==> config.mk <==
export PLATFORM = sky130hd
export DESIGN_NAME = div32u16_seq_flat
export DESIGN_NICKNAME = d
export VERILOG_FILES = /design/src/rtl/div32u16_seq_if.sv /design/src/rtl/div32u16_seq.sv /design/src/flat_wrapper.sv
export SDC_FILE = /design/constraint.sdc
export NUM_CORES = 1
export LEC_CHECK = 0
export CELL_PAD_IN_SITES_DETAIL_PLACEMENT = 1
export CELL_PAD_IN_SITES_GLOBAL_PLACEMENT = 1
export CORE_MARGIN = 2
export CORE_UTILIZATION = 42
export DETAILED_ROUTE_END_ITERATION = 7
export PLACE_DENSITY_LB_ADDON = 0.1
export SETUP_SLACK_MARGIN = 0.1
export SYNTH_ARGS = -nofsm -noshare
export SYNTH_HDL_FRONTEND = slang
export SYNTH_SLANG_ARGS = --single-unit
==> constraint.sdc <==
create_clock -name clk -period 4 [get_ports clk]
set_input_delay 0.8 -clock clk [delete_from_list [all_inputs] [get_ports clk]]
set_output_delay 0.8 -clock clk [all_outputs]
set_load 0.02 [all_outputs]
==> src/rtl/div32u16_seq_if.sv <==
// ---------------------------------------------------------------------------
// div32u16_seq_if
//
// Purpose:
//   Bundles the operand and result handshakes of the sequential 32/16
//   unsigned divider. The operand side (in_valid/in_ready/N/D) and the result
//   side (out_valid/out_ready/Q/R) are both valid/ready channels.
//
// Signals:
//   in_valid   producer -> divider  operands valid
//   in_ready   divider -> producer  divider can accept operands
//   N[31:0]    producer -> divider  dividend
//   D[15:0]    producer -> divider  divisor
//   out_valid  divider -> consumer  result valid
//   out_ready  consumer -> divider  consumer accepts result
//   Q[15:0]    divider -> consumer  quotient
//   R[15:0]    divider -> consumer  remainder
//   err        divider -> consumer  overflow flag (only with DIV_ERR_FLAG_EN)
//
// Modports:
//   master  the side that supplies operands and consumes results
//   slave   the divider itself
//
// Configuration macro: DIV_ERR_FLAG_EN adds the err signal.
// ---------------------------------------------------------------------------
interface div32u16_seq_if;

  logic        in_valid;
  logic        in_ready;
  logic [31:0] N;
  logic [15:0] D;
  logic        out_valid;
  logic        out_ready;
  logic [15:0] Q;
  logic [15:0] R;
`ifdef DIV_ERR_FLAG_EN
  logic        err;
`endif

`ifdef DIV_ERR_FLAG_EN
  modport master (
    output in_valid, N, D, out_ready,
    input  in_ready, out_valid, Q, R, err
  );

  modport slave (
    input  in_valid, N, D, out_ready,
    output in_ready, out_valid, Q, R, err
  );
`else
  modport master (
    output in_valid, N, D, out_ready,
    input  in_ready, out_valid, Q, R
  );

  modport slave (
    input  in_valid, N, D, out_ready,
    output in_ready, out_valid, Q, R
  );
`endif

endinterface

==> src/rtl/div32u16_seq.sv <==
// ---------------------------------------------------------------------------
// div32u16_seq
//
// Purpose:
//   Sequential unsigned divider: 32-bit dividend by 16-bit divisor, giving a
//   16-bit quotient and 16-bit remainder. It is the inverse companion of the
//   16x16 approximate multipliers and recovers an operand from a (possibly
//   low-bit truncated) product. The TRUNC low bits of the dividend are forced
//   to zero before dividing so that the same truncation is applied on both
//   sides.
//
//   Radix-2 restoring division, one quotient bit per clock. Operands are
//   accepted only in IDLE. If the quotient cannot fit in 16 bits (upper half
//   of the effective dividend >= divisor, which includes D == 0) the result
//   saturates to Q = 16'hFFFF, R = 0 one cycle after accept. Otherwise the
//   result appears 17 cycles after the accept edge and is held until the
//   consumer takes it.
//
// Parameters:
//   TRUNC      number of dividend LSBs forced to zero (legal 0..16)
//
// Ports:
//   clk        clock, all state updates on the rising edge
//   rst        synchronous active-high reset
//   bus        div32u16_seq_if.slave: in_valid/in_ready/N/D operand channel,
//              out_valid/out_ready/Q/R result channel (plus err, see below)
//
// Configuration macro:
//   DIV_ERR_FLAG_EN  when defined, bus.err is driven: 1 for saturated
//                    (overflow) results, 0 for normal results, reset 0.
//                    When undefined there is no err signal and a saturated
//                    result looks like a legitimate Q = FFFF, R = 0.
// ---------------------------------------------------------------------------
module div32u16_seq #(
  parameter int unsigned TRUNC = 8
) (
  input  logic           clk,
  input  logic           rst,
  div32u16_seq_if.slave  bus
);

  typedef enum logic [1:0] {
    IDLE = 2'd0,
    BUSY = 2'd1,
    DONE = 2'd2
  } state_t;

  // Mask that clears the TRUNC least significant dividend bits.
  localparam logic [31:0] TruncMask = ~((32'h1 << TRUNC) - 32'h1);

  state_t      state_q;

  // Partial remainder. It is always strictly smaller than the divisor, so
  // its 17th bit is implicitly zero between iterations and only exists in
  // the shifted trial value.
  logic [15:0] partRem_q;
  // Holds the not-yet-consumed dividend bits in its upper part and collects
  // quotient bits from the bottom; after 16 shifts it is the quotient.
  logic [15:0] quoShift_q;
  logic [15:0] divisor_q;
  logic [4:0]  count_q;

  logic        inReady_q;
  logic        outValid_q;
  logic [15:0] quo_q;
  logic [15:0] rem_q;
`ifdef DIV_ERR_FLAG_EN
  logic        err_q;
`endif

  logic [31:0] nEff_d;
  logic        ovf_d;
  logic [16:0] shifted_d;
  logic        fits_d;
  logic [15:0] nextRem_d;
  logic [15:0] nextQuo_d;

  // Operand-side decode: truncated dividend and the quotient-overflow test.
  // A 16-bit quotient is only possible when the upper dividend half is below
  // the divisor; D == 0 always fails this test and therefore saturates.
  always_comb begin
    nEff_d = bus.N & TruncMask;
    ovf_d  = (nEff_d[31:16] >= bus.D);
  end

  // One restoring-division step. The remainder is shifted left with the next
  // dividend bit (MSB first) and the divisor is trial-subtracted. When the
  // trial succeeds the difference is below the divisor and fits in 16 bits,
  // so the low 16 bits of the subtraction are the full new remainder.
  always_comb begin
    shifted_d = {partRem_q, quoShift_q[15]};
    fits_d    = (shifted_d >= {1'b0, divisor_q});
    nextRem_d = fits_d ? (shifted_d[15:0] - divisor_q) : shifted_d[15:0];
    nextQuo_d = {quoShift_q[14:0], fits_d};
  end

  // Control FSM and datapath registers. All handshake outputs are registered
  // here so in_ready/out_valid change only on clock edges. Reset aborts any
  // operation in flight and clears the datapath, so an aborted operation
  // never produces a result.
  always_ff @(posedge clk) begin
    if (rst) begin
      state_q    <= IDLE;
      partRem_q  <= '0;
      quoShift_q <= '0;
      divisor_q  <= '0;
      count_q    <= '0;
      inReady_q  <= 1'b1;
      outValid_q <= 1'b0;
      quo_q      <= '0;
      rem_q      <= '0;
`ifdef DIV_ERR_FLAG_EN
      err_q      <= 1'b0;
`endif
    end else begin
      unique case (state_q)
        IDLE: begin
          if (bus.in_valid && inReady_q) begin
            inReady_q <= 1'b0;
            if (ovf_d) begin
              quo_q      <= 16'hFFFF;
              rem_q      <= 16'h0000;
              outValid_q <= 1'b1;
`ifdef DIV_ERR_FLAG_EN
              err_q      <= 1'b1;
`endif
              state_q    <= DONE;
            end else begin
              partRem_q  <= nEff_d[31:16];
              quoShift_q <= nEff_d[15:0];
              divisor_q  <= bus.D;
              count_q    <= 5'd16;
              state_q    <= BUSY;
            end
          end
        end

        BUSY: begin
          partRem_q  <= nextRem_d;
          quoShift_q <= nextQuo_d;
          count_q    <= count_q - 5'd1;
          // count_q == 1 means this edge performs the 16th iteration.
          if (count_q == 5'd1) begin
            quo_q      <= nextQuo_d;
            rem_q      <= nextRem_d;
            outValid_q <= 1'b1;
`ifdef DIV_ERR_FLAG_EN
            err_q      <= 1'b0;
`endif
            state_q    <= DONE;
          end
        end

        DONE: begin
          if (bus.out_ready) begin
            outValid_q <= 1'b0;
            inReady_q  <= 1'b1;
            state_q    <= IDLE;
          end
        end

        default: begin
          state_q    <= IDLE;
          inReady_q  <= 1'b1;
          outValid_q <= 1'b0;
        end
      endcase
    end
  end

  // Drive the result channel straight from the registers.
  always_comb begin
    bus.in_ready  = inReady_q;
    bus.out_valid = outValid_q;
    bus.Q         = quo_q;
    bus.R         = rem_q;
`ifdef DIV_ERR_FLAG_EN
    bus.err       = err_q;
`endif
  end

endmodule

==> src/flat_wrapper.sv <==
// flat-port wrapper written by rule: the top's interface ports become plain ports
module div32u16_seq_flat 
#(
  parameter int unsigned TRUNC = 8
)
  (clk, rst, bus_in_valid, bus_N, bus_D, bus_out_ready, bus_in_ready, bus_out_valid, bus_Q, bus_R);
  div32u16_seq_if bus_i ();
  input  logic clk;
  input  logic rst;
  input wire logic [$bits(bus_i.in_valid)-1:0] bus_in_valid;
  input wire logic [$bits(bus_i.N)-1:0] bus_N;
  input wire logic [$bits(bus_i.D)-1:0] bus_D;
  input wire logic [$bits(bus_i.out_ready)-1:0] bus_out_ready;
  output wire logic [$bits(bus_i.in_ready)-1:0] bus_in_ready;
  output wire logic [$bits(bus_i.out_valid)-1:0] bus_out_valid;
  output wire logic [$bits(bus_i.Q)-1:0] bus_Q;
  output wire logic [$bits(bus_i.R)-1:0] bus_R;
  assign bus_i.in_valid = bus_in_valid;
  assign bus_i.N = bus_N;
  assign bus_i.D = bus_D;
  assign bus_i.out_ready = bus_out_ready;
  assign bus_in_ready = bus_i.in_ready;
  assign bus_out_valid = bus_i.out_valid;
  assign bus_Q = bus_i.Q;
  assign bus_R = bus_i.R;
  div32u16_seq #(.TRUNC(TRUNC)) u_core (.clk(clk), .rst(rst), .bus(bus_i));
endmodule
==> flow_summary.yaml <==
run_status:
  status: "finished, final reports clean"
setup_path:
  worstSetupPathType: "in -> reg"
  r2r_cells: 10
  cp_top_family: "compound AO/OA/AOI/OAI gates"
  critical_path_buf_inv_count: 3
  r2r-end: "u_core.bus.R[1]$_SDFFE_PP0P_"
  slowest_stage: "clkdlybuf4s50_1"
  crit_chain: "clkdlybuf4s50_1 > inv_1 > ha_1 > a21o_1 > a31oi_1 > o221ai_1 > nor4_2 > o31ai_2 > o21a_1 > buf_4 > a22oi_1 > a21oi_1"
  crit_path_start_kind: "primary input"
  arrival_ns: 3.75
  end_kind: "register"
  r2r_start: "u_core.divisor_q[12]$_SDFFE_PP0P_"
  critPathMaxFanout: 11
  crit_required_ns: 4.19
  r2r_slack_ns: 0.95
  slowest_delay_ns: 0.48
global_routing:
  grt_overflow: 0
  grt_pass1_wl_mm: 23.1
  grt_max_degree: 51
  grt_pass1_vias: 4668
  grt_antenna_before_repair: 0
  grt_usage_pct: 22.9
cells_and_area:
  fin_util_pct: 53.2
  n_antenna_cell: 0
  area_growth_pct: 24.1
  final_common_cell: "dfxtp_1"
  num-fill-cells: 1376
  final_cell_mix: "dfxtp_1, clkdlybuf4s50_1, nand2_1"
  final_area_sq_um: 6050
  drive_above_1_share_pct: 6.30
  final_nets: 764
floorplanning:
  dieWidth_um: 112
  fp.dieH_um: 112
  die_area_sq_um: 12500
  io_pins: 86
  rows: 39
  core_area_sq_um: 11400
  start_util_pct: 42.9
cts:
  clock_path_buffers: 2
  cts_hold_buf: 0
  clockRootBuffer: "clkbuf_16"
  cts_buffers: 9
  cts_resized: 0
  clock_latency_ns: 0.35
  cts_tree: "built"
  cts_setup_buffers: 0
  clock-sinks: 89
  cts.clk_slew.worst_paths_ns: 0.07
  h-tree-depth: 3
logic_synthesis:
  synth-seq-cells: 89
  ys_types: 62
  syn_avg_cell_area_sq_um: 7.97
  synth-main-ff-cell: "dfxtp_1"
  synth-edff-count: 0
  yosys.area.top_type_share_pct: 36.6
  syn_inst: 611
  yosys_warnings: 0
  ys_async_sr_fraction_pct: 0
  yosysSeqAreaShare_pct: 36.6
  syn_area_sq_um: 4870
  yosys.area.top_type: "dfxtp_1"
  yosys-top-cells-area: "dfxtp_1, ha_1, a21oi_1, nand2_1, nor2_1"
  synthesis.nets: 698
pwr:
  cellPowerDensity_nw_per_um2: 587
  ir_drop_v: 0.000307
  leakagePower_nw: 2.36
sta:
  tns_ns: 0
  setup_violations: 0
  relSlewSlack_pct: 49.6
  clock.fmax_ghz: 0.281
  min_period_ns: 3.55
  slew_viol_final: 0
  post-route-period-util_pct: 88.8
  rsz0062_at_grt: "no"
  skew_ns: 0.0106
  finalHoldViolations: 0
  holdWs_ns: 0.455
  tightest_slew_ns: 0.752
min_path:
  hold_path_depth: 2
  hp-class: "reg -> reg"
  hold_end: "u_core.bus.R[4]$_SDFFE_PP0P_"
  hold_start: "u_core.bus.R[4]$_SDFFE_PP0P_"
detailed_routing:
  initialDrtViolationCount: 238
  num_vias: 4698
  avgViaCountPerCell: 5.69
  drc: 0
  wl_mm: 14.3
  dr.pass1.iters: 4
  wl_per_cell_um: 17.4
  antenna_left: 0
placed_design:
  portBuffers: 77
  gp_congestion: 0.859
  dp_hpwl_mm: 10.4
  place_area_sq_um: 5770
flow_run:
  maxCapViolCount: 0
==> synthesized netlist by cell type, drive strengths merged, types with 11 or more instances <==
master / n
nand2b: 11
clkbuf: 23
o21ai: 16
nor3: 22
or3: 12
nand2: 72
ha: 34
dfxtp: 89
a21oi: 63
a22oi: 20
inv: 52
a311oi: 16
nor2: 61
buf: 12
==> power breakdown <==
part / leakage [nW] / switching [W] / internal (W)
combinational: 1.50 / 0.000970 / 0.000683
sequential: 0.726 / 0.0000974 / 0.000998
clock: 0.130 / 0.000361 / 0.000443
total: 2.36 / 0.00143 / 0.00212
==> kinds of logic (layout without fill, tap and decap cells) <==
kind of cell | count (synthesis) | count (layout) | synth area share [%]
AND/OR/NAND/NOR | 215 | 215 | 20.7
AO/OA/AOI/OAI | 167 | 167 | 22.9
flip-flops | 89 | 89 | 36.6
buffers and inverters | 87 | 158 | 7.22
adder cells (fa/ha/maj) | 35 | 35 | 9.14
XOR/XNOR | 10 | 10 | 1.80
multiplexers | 8 | 8 | 1.69
==> registers in the layout (all words and copies together) (netlist names) <==
| name | cells |
|---|---|
| u_core.divisor_q | 16 |
| u_core.bus.in_ready | 1 |
| u_core.partRem_q | 16 |
| u_core.bus.out_valid | 1 |
| u_core.state_q | 2 |
| u_core.quoShift_q | 16 |
| u_core.bus.R | 16 |
| u_core.count_q | 5 |
| u_core.bus.Q | 16 |
==> worst min-delay path, delay by kind of cell, from the launching register on <==
kind               cells  cell delay, ns
DFF                    1            0.31
AOI/OAI and AO/OA      1            0.05
and+or+nand+nor        1            0.05
==> through the flow <==
step | cells | worst slack (ns) | power (W)
2_1_floorplan | 611 | 1.20 | 0.00226
3_3_place_gp | 809 | 0.200 | 0.00269
3_5_place_dp | 809 | 0.144 | 0.00275
4_1_cts | 825 | 0.494 | 0.00357
5_1_grt | 825 | 0.327 | 0.00379
6_report | 825 | 0.446 | 0.00355
==> routing by layer <==
metal	vias to the layer above	track usage, %	routed length (um)
li1	2295	-	-
met1	2295	30.0	6750
met2	92	38.9	6830
met3	16	3.21	531
met4	0	7.49	218
met5	-	0	0
==> cell type report <==
type	instances	area, sq um	share of cell area, %
Sequential cell	89	1780	29.5
Tap cell	143	179	2.96
Multi-Input combinational cell	435	2740	45.3
Clock inverter	3	25.0	0.414
Clock buffer	13	250	4.14
Inverter	52	195	3.23
Timing Repair Buffer	90	876	14.5
==> worst max-delay path by stage <==
stage / startpoint / end / slack (ns) / cells past startpoint
3_5_place_dp: bus_D[2] / u_core.partRem_q[8]$_SDFFE_PP0P_ / 0.14 / 12
3_3_place_gp: bus_N[16] / u_core.partRem_q[5]$_SDFFE_PP0P_ / 0.20 / 12
4_1_cts: bus_D[2] / u_core.partRem_q[8]$_SDFFE_PP0P_ / 0.49 / 12
2_1_floorplan: bus_D[2] / u_core.divisor_q[10]$_SDFFE_PP0P_ / 1.20 / 12
6_report: bus_D[2] / u_core.partRem_q[8]$_SDFFE_PP0P_ / 0.45 / 12
5_1_grt: bus_D[2] / u_core.bus.out_valid$_SDFFE_PP0P_ / 0.33 / 11
Note: power is estimated with default switching activity, not from simulation.
